### src/rtl/axi_rd_arbiter.sv
// Two-channel round-robin arbiter sharing one AXI read port.
// One burst in flight at a time: a request is latched, issued on AR and its R beats are steered back to the owner.
module axi_rd_arbiter #(
    parameter logic [3:0] AXI_ID    = 4'd0,
    parameter logic [2:0] AXI_SIZE  = 3'b011,
    parameter logic [1:0] AXI_BURST = 2'b01
) (
    input  logic        clk,
    input  logic        rst_n,

    input  logic        ch0_rd_req,
    input  logic [29:0] ch0_rd_addr,
    input  logic [7:0]  ch0_rd_len,
    output logic        ch0_rd_grant,
    output logic [63:0] ch0_rd_data,
    output logic        ch0_rd_valid,
    output logic        ch0_rd_done,

    input  logic        ch1_rd_req,
    input  logic [29:0] ch1_rd_addr,
    input  logic [7:0]  ch1_rd_len,
    output logic        ch1_rd_grant,
    output logic [63:0] ch1_rd_data,
    output logic        ch1_rd_valid,
    output logic        ch1_rd_done,

    output logic [3:0]  m_axi_arid,
    output logic [29:0] m_axi_araddr,
    output logic [7:0]  m_axi_arlen,
    output logic [2:0]  m_axi_arsize,
    output logic [1:0]  m_axi_arburst,
    output logic        m_axi_arvalid,
    input  logic        m_axi_arready,

    input  logic [63:0] m_axi_rdata,
    input  logic [1:0]  m_axi_rresp,
    input  logic        m_axi_rlast,
    input  logic        m_axi_rvalid,
    output logic        m_axi_rready,

    output logic        rd_err
);

    typedef enum logic [1:0] {
        IDLE = 2'd0,
        AR   = 2'd1,
        R    = 2'd2,
        DONE = 2'd3
    } state_t;

    state_t      state;
    state_t      state_next;

    logic        owner;
    logic        last_served;
    logic        winner;
    logic        any_req;
    logic        beat;
    logic        beat_err;
    logic [7:0]  beat_cnt;
    logic        grant0;
    logic        grant1;

    function automatic logic [7:0] sat_inc(input logic [7:0] v);
        return (v == 8'hFF) ? v : v + 8'd1;
    endfunction

    always_comb begin
        state_next = state;
        any_req    = ch0_rd_req | ch1_rd_req;
        // Contention goes to the channel not served last; a lone requester wins outright.
        winner     = (ch0_rd_req & ch1_rd_req) ? ~last_served : ch1_rd_req;
        beat       = m_axi_rvalid & m_axi_rready;
        beat_err   = beat & ((m_axi_rresp != 2'b00) |
                             ( m_axi_rlast & (beat_cnt != m_axi_arlen)) |
                             (~m_axi_rlast & (beat_cnt == m_axi_arlen)));
        case (state)
            IDLE:    if (any_req) state_next = AR;
            AR:      if (m_axi_arvalid & m_axi_arready) state_next = R;
            R:       if (beat & m_axi_rlast) state_next = DONE;
            DONE:    state_next = IDLE;
            default: state_next = IDLE;
        endcase
    end

    always_ff @(posedge clk) begin
        if (!rst_n) begin
            state <= IDLE;
        end else begin
            state <= state_next;
        end
    end

    always_ff @(posedge clk) begin
        if (!rst_n) begin
            owner         <= 1'b0;
            last_served   <= 1'b1;
            m_axi_araddr  <= 30'd0;
            m_axi_arlen   <= 8'd0;
            m_axi_arvalid <= 1'b0;
            m_axi_rready  <= 1'b0;
            beat_cnt      <= 8'd0;
            grant0        <= 1'b0;
            grant1        <= 1'b0;
            rd_err        <= 1'b0;
        end else begin
            grant0 <= 1'b0;
            grant1 <= 1'b0;
            case (state)
                IDLE: begin
                    if (any_req) begin
                        owner         <= winner;
                        m_axi_araddr  <= winner ? ch1_rd_addr : ch0_rd_addr;
                        m_axi_arlen   <= winner ? ch1_rd_len : ch0_rd_len;
                        m_axi_arvalid <= 1'b1;
                        grant0        <= ~winner;
                        grant1        <= winner;
                    end
                end
                AR: begin
                    if (m_axi_arvalid & m_axi_arready) begin
                        m_axi_arvalid <= 1'b0;
                        m_axi_rready  <= 1'b1;
                        beat_cnt      <= 8'd0;
                    end
                end
                R: begin
                    // rlast alone ends the burst, even when the beat count disagrees.
                    if (beat) begin
                        beat_cnt <= sat_inc(beat_cnt);
                        if (beat_err) rd_err <= 1'b1;
                        if (m_axi_rlast) begin
                            m_axi_rready <= 1'b0;
                            last_served  <= owner;
                        end
                    end
                end
                default: ;
            endcase
        end
    end

    assign ch0_rd_grant  = grant0;
    assign ch1_rd_grant  = grant1;
    assign ch0_rd_data   = m_axi_rdata;
    assign ch1_rd_data   = m_axi_rdata;
    assign ch0_rd_valid  = beat & ~owner;
    assign ch1_rd_valid  = beat & owner;
    assign ch0_rd_done   = (state == DONE) & ~owner;
    assign ch1_rd_done   = (state == DONE) & owner;

    assign m_axi_arid    = AXI_ID;
    assign m_axi_arsize  = AXI_SIZE;
    assign m_axi_arburst = AXI_BURST;

endmodule

### config.mk
export PLATFORM = sky130hd
export DESIGN_NAME = axi_rd_arbiter
export DESIGN_NICKNAME = d
export VERILOG_FILES = /design/src/rtl/axi_rd_arbiter.sv
export SDC_FILE = /design/constraint.sdc
export NUM_CORES = 1
export LEC_CHECK = 0
export BUFFER_PORTS_ARGS = -buffer_cell sky130_fd_sc_hd__buf_2
export CAP_MARGIN = 5
export CORE_AREA = 3 3 129 131
export CTS_BUF_LIST = sky130_fd_sc_hd__clkbuf_16
export DETAILED_ROUTE_END_ITERATION = 10
export DIE_AREA = 0 0 132 134
export GPL_TIMING_DRIVEN = 0
export PLACE_DENSITY_LB_ADDON = 0.05
export SLEW_MARGIN = 15
export SYNTH_ARGS = -nofsm -noshare
export SYNTH_HDL_FRONTEND = slang
export SYNTH_SLANG_ARGS = --single-unit
### constraint.sdc
create_clock -name clk -period 1.73 [get_ports clk]
set_input_delay 0.173 -clock clk [delete_from_list [all_inputs] [get_ports clk]]
set_output_delay 0.173 -clock clk [all_outputs]
set_load 0.005 [all_outputs]
Word-level counts from Yosys, hierarchy flattened:

Cells that the tools add are included.

* register bits after elaboration: 55
* output and inout port bits: 184
* word-level logic and storage cells: 72

* add/sub/neg operators: 1
* equal/unequal tests: 12
* mux-type cells: 18
* bitwise logic cells: 18
* reduce and logical (&&, ||, !) cells: 12

Operator list (count)
* 8-bit two-way mux: 4
* 30-bit two-way mux: 1
* 8-bit one-hot mux with 2 select lines: 1
* 3-bit AND reduction: 5
* 2-bit != test, second input constant: 6
* 1-bit AND: 11
* 8-bit by 1-bit adder with 8-bit output, second input constant: 1
* 8-bit == test: 1
* 8-bit == test, second input constant: 1
* 8-bit != test: 1
* 2-bit one-hot mux with 4 select lines: 1
* 4-bit AND reduction: 2
* 1-bit two-way mux: 6
* 2-bit two-way mux: 3
* 2-bit nonzero test: 3
* 2-bit == test, second input constant: 2
* 1-bit inverter: 4
* 1-bit one-hot mux with 2 select lines: 2
* 1-bit bitwise OR: 3
* 2-bit by 1-bit == test with 1-bit output, second input constant: 1
* 2-bit zero test: 1
* 2-bit AND reduction: 1

Logic depth before layout (Yosys ltp):

Gate-level depths: netlist of the first run.

* depth after elaboration: 6
* depth in mapped cells: 8
* depth with buffers taken out: 6

Worst setup path before layout of the first run:

No wires, ideal clock.

* kind: reg-to-reg
* start: register state[0]
* end: register beat_cnt[4]
* data arrival time: 1733 ps
* data required time: 1660 ps
* path slack: -73 ps
* cell stages (with the launch flop): 8
* buffers on the path: 1
* cell sequence: dfxtp_1 > inv_1 > ha_1 > and3_4 > and3_4 > buf_6 > or4_1 > a21oi_1

* cells in the longest elaborated chain, start to end: 3

Ends and longest elaborated chain
* start, declared: line 51 `state_t state;`
* start signal, assigned: line 90 `state <= state_next;`
* 2-bit == test or 2-bit by 1-bit == test with 1-bit output (tied branches): line 109 `case (state)`
* 2-bit != test (no line) or 2-bit nonzero test (tied branches)
* 4-bit AND reduction (no line)
* end signal, assigned: line 130 `beat_cnt <= sat_inc(beat_cnt);`
* end, declared: line 60 `logic [7:0] beat_cnt;`

Parallel ways exist; a longest one is shown, timed or not.
A chain may end at the register's enable or synchronous reset.

Worst setup path in the final report of the first run:

* start: register beat_cnt[0]
* end: register beat_cnt[4]

* cells in the longest elaborated chain, start to end: 4

Ends and longest elaborated chain
* 8-bit by 1-bit adder with 8-bit output: line 65 `return (v == 8'hFF) ? v : v + 8'd1;`
* 8-bit two-way mux: line 65
* 8-bit two-way mux: line 129 `if (beat) begin`
* 8-bit one-hot mux with 2 select lines: line 109

Parallel ways exist; a longest one is shown, timed or not. The select of a mux whose other input is x is not followed.

==> results of run 1 <==
## cell families (layout without fill, tap and decap cells)
| group | count (synthesis) | count (layout) |
|---|---|---|
| AND/OR/NAND/NOR | 84 | 84 |
| adder cells (fa/ha/maj) | 5 | 5 |
| XOR/XNOR | 8 | 8 |
| buffers and inverters | 161 | 437 |
| other | 2 | 9 |
| multiplexers | 39 | 39 |
| AO/OA/AOI/OAI | 71 | 71 |
| flip-flops | 55 | 55 |
## power by group through the flow
stage	registers, W	logic [W]	clock network (W)
floorplan	0.00193	0.00144	0
global placement	0.00192	0.00247	0
detailed placement	0.00193	0.00249	0
CTS	0.00191	0.00262	0.00138
global route	0.00196	0.00302	0.00142
finish	0.00191	0.00270	0.00133
## area by class of cell
class                   count  area (sq um)
multi-input cells         216          1574
clock inverters             3         67.56
inverters                   5         18.77
fillers                  1686         10050
repair buffers            269          1369
plain buffers             155          1134
clock buffers               5         125.1
flip-flops and latches     55          1106
well taps                 216         270.3
## synthesized netlist by cell type, drive strengths merged, types with 4 or more instances
cell type	number
a211oi	40
a21oi	8
and3	5
buf	145
clkbuf	11
dfxtp	55
ha	5
inv	4
mux2i	39
nand2	8
nand3	7
nor2	46
nor3	4
o21ai	7
or4	4
xnor2	8
## registers in the layout (all words and copies together), names as in the netlist
register	count
beat_cnt	8
last_served	1
state	2
ch1_rd_grant	1
owner	1
m_axi_rready	1
m_axi_arvalid	1
m_axi_arlen	8
rd_err	1
m_axi_araddr	30
ch0_rd_grant	1
## metal layers
| metal | GRT usage | share of wire |
|---|---|---|
| met1 | 0.1402 | 0.37 |
| met2 | 0.2326 | 0.54 |
| met3 | 0.04126 | 0.081 |
| met4 | 0.03034 | 0.0090 |
| met5 | 0 | 0.0011 |
## per-stage QoR
stage / util / setup WS [ns]
6_report: 0.3605 / 0.03971
5_1_grt: 0.3605 / -0.03090
4_1_cts: 0.3520 / -0.009115
3_5_place_dp: 0.3356 / -0.4168
3_3_place_gp: 0.3356 / -0.3910
2_1_floorplan: - / 0.01691
## path summary, 6_finish.rpt
kind                   startpoint         endpoint  slack (ns)  cells after the start
hold reg to reg   m_axi_araddr[8]  m_axi_araddr[8]        0.49                      2
hold / removal              rst_n      last_served        0.12                      2
setup reg to reg      beat_cnt[0]      beat_cnt[4]        0.04                      6
setup / recovery      beat_cnt[0]      beat_cnt[4]        0.04                      6
## placed cells by master (no fill, tap or decap), types with 2 or more instances in the layout
master	instances
sky130_fd_sc_hd__o41ai_2	2
sky130_fd_sc_hd__buf_2	265
sky130_fd_sc_hd__clkbuf_1	4
sky130_fd_sc_hd__clkbuf_2	4
sky130_fd_sc_hd__a21oi_1	3
sky130_fd_sc_hd__nor3_1	4
sky130_fd_sc_hd__a31oi_1	2
sky130_fd_sc_hd__nand4_1	2
sky130_fd_sc_hd__o31ai_2	2
sky130_fd_sc_hd__conb_1	9
sky130_fd_sc_hd__or4_4	3
sky130_fd_sc_hd__buf_6	2
sky130_fd_sc_hd__xnor2_1	8
sky130_fd_sc_hd__a211oi_1	40
sky130_fd_sc_hd__nor2_1	46
sky130_fd_sc_hd__inv_1	3
sky130_fd_sc_hd__nand2_1	8
sky130_fd_sc_hd__o21a_1	2
sky130_fd_sc_hd__mux2i_1	39
sky130_fd_sc_hd__dfxtp_2	4
sky130_fd_sc_hd__ha_2	3
sky130_fd_sc_hd__dfxtp_1	51
sky130_fd_sc_hd__nand3_1	7
sky130_fd_sc_hd__and3_1	2
sky130_fd_sc_hd__o21ai_0	6
sky130_fd_sc_hd__bufinv_16	2
sky130_fd_sc_hd__a21boi_0	2
sky130_fd_sc_hd__clkbuf_16	5
sky130_fd_sc_hd__a21oi_2	5
sky130_fd_sc_hd__and3_4	3
sky130_fd_sc_hd__buf_4	148
## critical path, cell delays in order, from the launching register on
cell	delay [ns]
sky130_fd_sc_hd__dfxtp_2	0.36
sky130_fd_sc_hd__ha_2	0.23
sky130_fd_sc_hd__and3_4	0.18
sky130_fd_sc_hd__and3_4	0.18
sky130_fd_sc_hd__buf_6	0.12
sky130_fd_sc_hd__or4_4	0.41
sky130_fd_sc_hd__a21oi_2	0.14
## what timing repair did
item | in CTS | in global routing
buffers inserted | 4 | 6
pin swaps | 2 | 5
endpoints found under the setup margin | 49 | 41
gates resized for setup | 17 | 26
==> impl_metrics.prom, run 1 <==
# TYPE chip_impl_metric gauge
chip_impl_info{name="status",value="finished clean"} 1
chip_impl_metric{name="floorplan.die_area",unit="sq um"} 17690
chip_impl_metric{name="synth.lib_cells_used.distinct",unit=""} 38
chip_impl_metric{name="yosys.area_share.simple",unit=""} 0.1096
chip_impl_metric{name="worst_setup_hold_path_clk_slew",unit="ns"} 0.08
chip_impl_info{name="cts_tree",value="done"} 1
chip_impl_metric{name="grt_antenna_before_repair",unit=""} 1
chip_impl_metric{name="fin_tns_setup",unit="ns"} 0
chip_impl_metric{name="clock_power_share",unit=""} 0.224
chip_impl_metric{name="max_slew_margin",unit=""} 0.6112
chip_impl_metric{name="cts-buffers-inserted",unit=""} 5
chip_impl_info{name="crit_type",value="flip-flop to flip-flop"} 1
chip_impl_metric{name="pin_slew_with_the_least_headroom_to_its_limit",unit="ns"} 0.5833
chip_impl_metric{name="num_antenna_cells",unit=""} 0
chip_impl_metric{name="synth_async_reset_ratio",unit=""} 0
chip_impl_metric{name="final_cells",unit=""} 924
chip_impl_metric{name="count_of_unresolved_drc_violations_after_routing",unit=""} 0
chip_impl_metric{name="design.portCount",unit=""} 333
chip_impl_metric{name="p_int",unit="W"} 0.003823
chip_impl_metric{name="h-tree-depth",unit=""} 2
chip_impl_metric{name="fp.dieW",unit="um"} 132
chip_impl_metric{name="dpl.hpwl",unit="um"} 10140
chip_impl_info{name="crit_path_start_kind",value="flip-flop"} 1
chip_impl_metric{name="placement.cell_area",unit="sq um"} 5273
chip_impl_metric{name="synthDominantCellAreaShare",unit=""} 0.2995
chip_impl_info{name="netlist.top_cell.by_area",value="sky130_fd_sc_hd__dfxtp_1"} 1
chip_impl_metric{name="sw_frac_of_total",unit=""} 0.3561
chip_impl_metric{name="mux_cell_area_share_after_synthesis",unit=""} 0.1062
chip_impl_metric{name="wl_per_cell",unit="um"} 13.30
chip_impl_metric{name="start_util",unit=""} 0.2340
chip_impl_metric{name="cts_sinks",unit=""} 55
chip_impl_metric{name="worstPathArrival",unit="ns"} 1.92
chip_impl_metric{name="seq_power_share",unit=""} 0.322
chip_impl_metric{name="hold_ws",unit="ns"} 0.1174
chip_impl_metric{name="globalRoute.totalOverflow",unit=""} 0
chip_impl_metric{name="gpl.final_weighted_congestion",unit=""} 0.7314
chip_impl_metric{name="finalMaxSlewViolations",unit=""} 0
chip_impl_info{name="synth_flop_cell",value="sky130_fd_sc_hd__dfxtp_1"} 1
chip_impl_metric{name="synth_cells",unit=""} 425
chip_impl_metric{name="globalRouteTotalUtil",unit=""} 0.1260
chip_impl_metric{name="critPathMaxFanout",unit=""} 6
chip_impl_metric{name="area_share_of_xor_xnor_cells_in_the_synthesized_design",unit=""} 0.01906
chip_impl_metric{name="hold_fix_buffers_at_cts",unit=""} 0
chip_impl_metric{name="share_of_cells_above_drive_strength_1",unit=""} 0.6483
chip_impl_metric{name="io_buffer_count",unit=""} 259
chip_impl_metric{name="wl",unit="um"} 12290
chip_impl_info{name="rsz0062_at_grt",value="true"} 1
chip_impl_metric{name="synth-compound-area-share",unit=""} 0.1378
chip_impl_metric{name="ant_nets",unit=""} 0
chip_impl_metric{name="required_time_of_the_worst_setup_path",unit="ns"} 1.96
chip_impl_metric{name="rows",unit=""} 46
chip_impl_metric{name="yosys_register_bits",unit=""} 55
chip_impl_info{name="largest_cells_by_area_after_synthesis",value="sky130_fd_sc_hd__dfxtp_1 (30%), sky130_fd_sc_hd__buf_4 (28%), sky130_fd_sc_hd__mux2i_1 (11%)"} 1
chip_impl_metric{name="detail_route.vias_per_cell",unit=""} 3.962
chip_impl_metric{name="min_period_over_period",unit=""} 0.9770
chip_impl_metric{name="area_growth",unit="%"} 54.08
chip_impl_metric{name="core-area",unit="sq um"} 15710
chip_impl_metric{name="netlist_area_pre_place",unit="sq um"} 3676
chip_impl_metric{name="power.net_switching",unit="W"} 0.002114
chip_impl_metric{name="warnings_from_yosys",unit=""} 0
chip_impl_metric{name="synth_adder_area_share",unit=""} 0.01702
chip_impl_metric{name="worstSkewPairLatency",unit="ns"} 0.30
chip_impl_metric{name="drt_first_iter_violations",unit=""} 90
chip_impl_metric{name="max_freq",unit="MHz"} 591.6
chip_impl_metric{name="irDropWorstVdd",unit="uV"} 464.9
chip_impl_metric{name="cellLeakagePower",unit="nW"} 2.901
chip_impl_metric{name="synth_sequential_area_ratio",unit=""} 0.2995
chip_impl_info{name="clock_root_cell",value="sky130_fd_sc_hd__clkbuf_16"} 1
chip_impl_metric{name="final_net_count",unit=""} 861
chip_impl_metric{name="firstDrtPassIters",unit=""} 4
chip_impl_metric{name="grt_pass1_vias",unit=""} 3509
chip_impl_info{name="crit_path_end_kind",value="flip-flop"} 1
chip_impl_metric{name="fin_worst_skew",unit="ns"} 0.007955
chip_impl_info{name="hold_path.class",value="primary input to flip-flop"} 1
chip_impl_metric{name="num_vias",unit=""} 3661
chip_impl_metric{name="power.density",unit="nW/um^2"} 1048
chip_impl_metric{name="final-hold-violation-count",unit=""} 0
chip_impl_metric{name="final_design_area_no_fill",unit="sq um"} 5664
chip_impl_metric{name="fin_crit",unit="ns"} 1.690
chip_impl_info{name="main_combinational_cell_family_by_area_after_synthesis",value="buffers and inverters"} 1
chip_impl_metric{name="post_synth.cell_area_avg",unit="sq um"} 8.649
chip_impl_metric{name="total_chip_power",unit="W"} 0.005937
chip_impl_metric{name="final_number_of_setup_violating_endpoints",unit=""} 0
chip_impl_metric{name="grt_max_degree",unit=""} 18
chip_impl_metric{name="max-cap-violations",unit=""} 0
chip_impl_metric{name="global_route_wire_length_before_repair",unit="um"} 18120
chip_impl_metric{name="share_comb_of_total_power",unit=""} 0.454
chip_impl_metric{name="number_of_enable_flip_flop_cells_after_synthesis",unit=""} 0
chip_impl_metric{name="fp.dieH",unit="um"} 134
chip_impl_metric{name="place_inst",unit=""} 907
chip_impl_metric{name="cts_max_path_buffers",unit=""} 2
(Power assumes the default switching activity.)
==> inputs of run 2 (changes only) <==
--- a/config.mk
+++ b/config.mk
@@ -9,10 +9,12 @@
 export CAP_MARGIN = 5
 export CORE_AREA = 3 3 129 131
 export CTS_BUF_LIST = sky130_fd_sc_hd__clkbuf_16
+export CTS_CLUSTER_SIZE = 30
 export DETAILED_ROUTE_END_ITERATION = 10
 export DIE_AREA = 0 0 132 134
 export GPL_TIMING_DRIVEN = 0
 export PLACE_DENSITY_LB_ADDON = 0.05
+export SETUP_SLACK_MARGIN = 0.4
 export SLEW_MARGIN = 15
 export SYNTH_ARGS = -nofsm -noshare
 export SYNTH_HDL_FRONTEND = slang
==> run 2 against run 1 <==
Register-to-register slack about the same. Die area unchanged. Sequential power increased by 9.9%. Largest power group unchanged. Global-route usage increased by 1.3 points. Setup slack improved by 0.0090 ns. Utilization increased by 6.4 points. Sequential cell count unchanged. Critical path depth increased by 1. Total power increased by 39%. Cell area increased by 18%. First-iteration DRC count increased by 39%.
==> impl_metrics.prom, run 2 (synthesis results as in run 1) <==
# TYPE chip_impl_metric gauge
chip_impl_metric{name="cts-buffers-inserted",unit=""} 5
chip_impl_metric{name="power.net_switching",unit="W"} 0.003080
chip_impl_metric{name="wl_per_cell",unit="um"} 14.06
chip_impl_metric{name="cellLeakagePower",unit="nW"} 3.221
chip_impl_info{name="crit_path_end_kind",value="flip-flop"} 1
chip_impl_info{name="cts_tree",value="done"} 1
chip_impl_metric{name="global_route_wire_length_before_repair",unit="um"} 20130
chip_impl_metric{name="design.portCount",unit=""} 333
chip_impl_metric{name="hold_ws",unit="ns"} 0.1349
chip_impl_info{name="hold_path_startpoint",value="rst_n"} 1
chip_impl_metric{name="fp.dieH",unit="um"} 134
chip_impl_info{name="hold_path.class",value="primary input to flip-flop"} 1
chip_impl_metric{name="reg2reg_setup_slack",unit="ns"} 0.05
chip_impl_metric{name="total_chip_power",unit="W"} 0.008259
chip_impl_metric{name="globalRouteTotalUtil",unit=""} 0.1386
chip_impl_info{name="worst_r2r_endpoint",value="beat_cnt[2]"} 1
chip_impl_metric{name="cts_sinks",unit=""} 55
chip_impl_metric{name="firstDrtPassIters",unit=""} 4
chip_impl_metric{name="worstPathArrival",unit="ns"} 1.91
chip_impl_metric{name="detail_route.vias_per_cell",unit=""} 4.110
chip_impl_metric{name="sw_frac_of_total",unit=""} 0.3730
chip_impl_metric{name="ant_nets",unit=""} 0
chip_impl_metric{name="max_freq",unit="MHz"} 594.8
chip_impl_metric{name="finalMaxSlewViolations",unit=""} 0
chip_impl_metric{name="largest_register_ffs",unit=""} 30
chip_impl_info{name="crit_path_cell_trace",value="inv_4 > ha_4 > and3_4 > and3_4 > buf_6 > or4_4 > a21oi_2"} 1
chip_impl_metric{name="pin_slew_with_the_least_headroom_to_its_limit",unit="ns"} 0.7547
chip_impl_metric{name="timing.critical_path.depth",unit=""} 7
chip_impl_metric{name="fp.dieW",unit="um"} 132
chip_impl_metric{name="min_period_over_period",unit=""} 0.9718
chip_impl_metric{name="final_net_count",unit=""} 885
chip_impl_metric{name="clock_power_share",unit=""} 0.124
chip_impl_metric{name="share_of_cells_above_drive_strength_1",unit=""} 0.7828
chip_impl_metric{name="floorplan.die_area",unit="sq um"} 17690
chip_impl_metric{name="irDropWorstVdd",unit="uV"} 513.8
chip_impl_metric{name="dpl.hpwl",unit="um"} 10320
chip_impl_metric{name="grt_max_degree",unit=""} 18
chip_impl_info{name="largestRegisters",value="m_axi_araddr: 30 flops, beat_cnt: 8 flops, m_axi_arlen: 8 flops"} 1
chip_impl_metric{name="power.density",unit="nW/um^2"} 1237
chip_impl_metric{name="grt_antenna_before_repair",unit=""} 1
chip_impl_metric{name="h-tree-depth",unit=""} 2
chip_impl_metric{name="cpPeakStageDelay",unit="ns"} 0.41
chip_impl_metric{name="p_int",unit="W"} 0.005179
chip_impl_metric{name="drt_first_iter_violations",unit=""} 125
chip_impl_metric{name="share_comb_of_total_power",unit=""} 0.622
chip_impl_info{name="reg2reg_launch_point",value="state[0]"} 1
chip_impl_metric{name="max_slew_margin",unit=""} 0.4969
chip_impl_metric{name="fin_crit",unit="ns"} 1.681
chip_impl_info{name="status",value="finished clean"} 1
chip_impl_metric{name="globalRoute.totalOverflow",unit=""} 0
chip_impl_metric{name="worstSkewPairLatency",unit="ns"} 0.29
chip_impl_metric{name="number_of_cells_on_the_worst_reg_to_reg_path",unit=""} 7
chip_impl_metric{name="cts_max_path_buffers",unit=""} 2
chip_impl_metric{name="area_growth",unit="%"} 81.55
chip_impl_metric{name="num_vias",unit=""} 3900
chip_impl_metric{name="hold-path-cell-count",unit=""} 2
chip_impl_metric{name="start_util",unit=""} 0.2340
chip_impl_metric{name="fin_worst_skew",unit="ns"} 0.007637
chip_impl_metric{name="wl",unit="um"} 13340
chip_impl_metric{name="count_of_unresolved_drc_violations_after_routing",unit=""} 0
chip_impl_metric{name="layout.filler_cells",unit=""} 1609
chip_impl_metric{name="critPathMaxFanout",unit=""} 8
chip_impl_metric{name="required_time_of_the_worst_setup_path",unit="ns"} 1.95
chip_impl_metric{name="seq_power_share",unit=""} 0.254
chip_impl_metric{name="core-area",unit="sq um"} 15710
chip_impl_metric{name="placement.cell_area",unit="sq um"} 5318
chip_impl_metric{name="max-cap-violations",unit=""} 0
chip_impl_metric{name="final_number_of_setup_violating_endpoints",unit=""} 0
chip_impl_info{name="worst_path_dominant_cell_family",value="simple AND/OR/NAND/NOR gates"} 1
chip_impl_info{name="most-common-layout-cells",value="sky130_fd_sc_hd__buf_2 (258), sky130_fd_sc_hd__buf_4 (153), sky130_fd_sc_hd__dfxtp_1 (42)"} 1
chip_impl_info{name="timing.hold.worst_endpoint",value="last_served"} 1
chip_impl_metric{name="final_design_area_no_fill",unit="sq um"} 6674
chip_impl_metric{name="critical_path_buffer_and_inverter_count",unit=""} 2
chip_impl_info{name="clock_root_cell",value="sky130_fd_sc_hd__clkbuf_16"} 1
chip_impl_metric{name="rows",unit=""} 46
chip_impl_info{name="rsz0062_at_grt",value="true"} 1
chip_impl_metric{name="final-hold-violation-count",unit=""} 0
chip_impl_metric{name="gpl.final_weighted_congestion",unit=""} 0.7267
chip_impl_info{name="critical_path.most_common_cell",value="sky130_fd_sc_hd__and3_4"} 1
chip_impl_info{name="critical_path.slowest_cell",value="sky130_fd_sc_hd__or4_4"} 1
chip_impl_metric{name="io_buffer_count",unit=""} 259
chip_impl_metric{name="worst_setup_hold_path_clk_slew",unit="ns"} 0.07
chip_impl_metric{name="postLayoutCoreUtil",unit=""} 0.4247
chip_impl_info{name="crit_path_start_kind",value="flip-flop"} 1
chip_impl_info{name="layout_commonest_cell",value="sky130_fd_sc_hd__buf_2"} 1
chip_impl_info{name="crit_type",value="flip-flop to flip-flop"} 1
chip_impl_metric{name="grt_pass1_vias",unit=""} 4012
chip_impl_info{name="most_flops_register",value="m_axi_araddr"} 1
[run 2: changes by cell type in the layout (fill, tap and decap cells not counted), moves of 7 or more]
cell	before	now
sky130_fd_sc_hd__a211oi_2	0	36
sky130_fd_sc_hd__nor2_2	0	8
sky130_fd_sc_hd__nor2_4	0	32
sky130_fd_sc_hd__nor2_1	46	6
sky130_fd_sc_hd__buf_6	2	13
sky130_fd_sc_hd__dfxtp_1	51	42
sky130_fd_sc_hd__buf_2	265	258
sky130_fd_sc_hd__clkbuf_16	5	13
sky130_fd_sc_hd__a211oi_1	40	4
sky130_fd_sc_hd__dfxtp_2	4	11
[run 2: layout make-up]
class                      instances  area [sq um]  share of cell area
multi-input combinational        216          2082              0.3120
timing repair buffer             292          1733              0.2597
buffer                           156          1296              0.1942
sequential                        55          1122              0.1682
tap                              216         270.3             0.04049
clock buffer                       5         125.1             0.01875
inverter                           5         23.77            0.003562
clock inverter                     3         18.77            0.002812
antenna                            1         2.502           0.0003750
[run 2: how the worst max path moves through the flow]
stage	endpoint	slack, ns	startpoint
after global placement	m_axi_araddr[0]	-0.07	state[1]
final	beat_cnt[2]	0.05	state[0]
after detailed placement	m_axi_arlen[2]	-0.1	state[1]
after floorplan	beat_cnt[2]	0.14	state[0]
after CTS	beat_cnt[4]	0.07	state[0]
after global routing	beat_cnt[2]	0.01	state[0]
[run 2: routing by layer]
layer / track usage / up-vias / wire (um)
met4: 0.02100 / 2 / 65
met3: 0.04089 / 6 / 968
li1: - / 1935 / -
met1: 0.1472 / 1804 / 4905
met5: 0 / - / 8
met2: 0.2739 / 153 / 7394
[run 2: what timing repair did]
action	4_1_cts	5_1_grt
cloned	8	0
gates resized for setup	146	57
hold buffers	0	0
pin swaps	23	18
setup buffers	20	5
endpoints found under the hold margin	0	0
setup endpoints to repair	52	55
[run 2: power groups by stage]
stage          clock, W  combinational (W)  sequential, W
6_report        0.00102            0.00513        0.00210
5_1_grt         0.00110            0.00552        0.00216
4_1_cts         0.00106            0.00471        0.00206
3_5_place_dp          0            0.00258        0.00194
3_3_place_gp          0            0.00257        0.00193
2_1_floorplan         0            0.00154        0.00194
[run 2: per-stage QoR]
| stage | std cells | worst slack [ns] | setup TNS [ns] |
|---|---|---|---|
| CTS | 943 | 0.07264 | 0 |
| detailed placement | 907 | -0.09948 | -1.759 |
| finish | 949 | 0.04871 | 0 |
| floorplan | 432 | 0.1434 | 0 |
| global placement | 907 | -0.06641 | -1.343 |
| global route | 948 | 0.01026 | 0 |
[run 2: worst register-to-register path, stage by stage (launching register included)]
cell	delay [ns]
sky130_fd_sc_hd__dfxtp_4	0.37
sky130_fd_sc_hd__inv_4	0.04
sky130_fd_sc_hd__ha_4	0.18
sky130_fd_sc_hd__and3_4	0.18
sky130_fd_sc_hd__and3_4	0.18
sky130_fd_sc_hd__buf_6	0.13
sky130_fd_sc_hd__or4_4	0.41
sky130_fd_sc_hd__a21oi_2	0.13
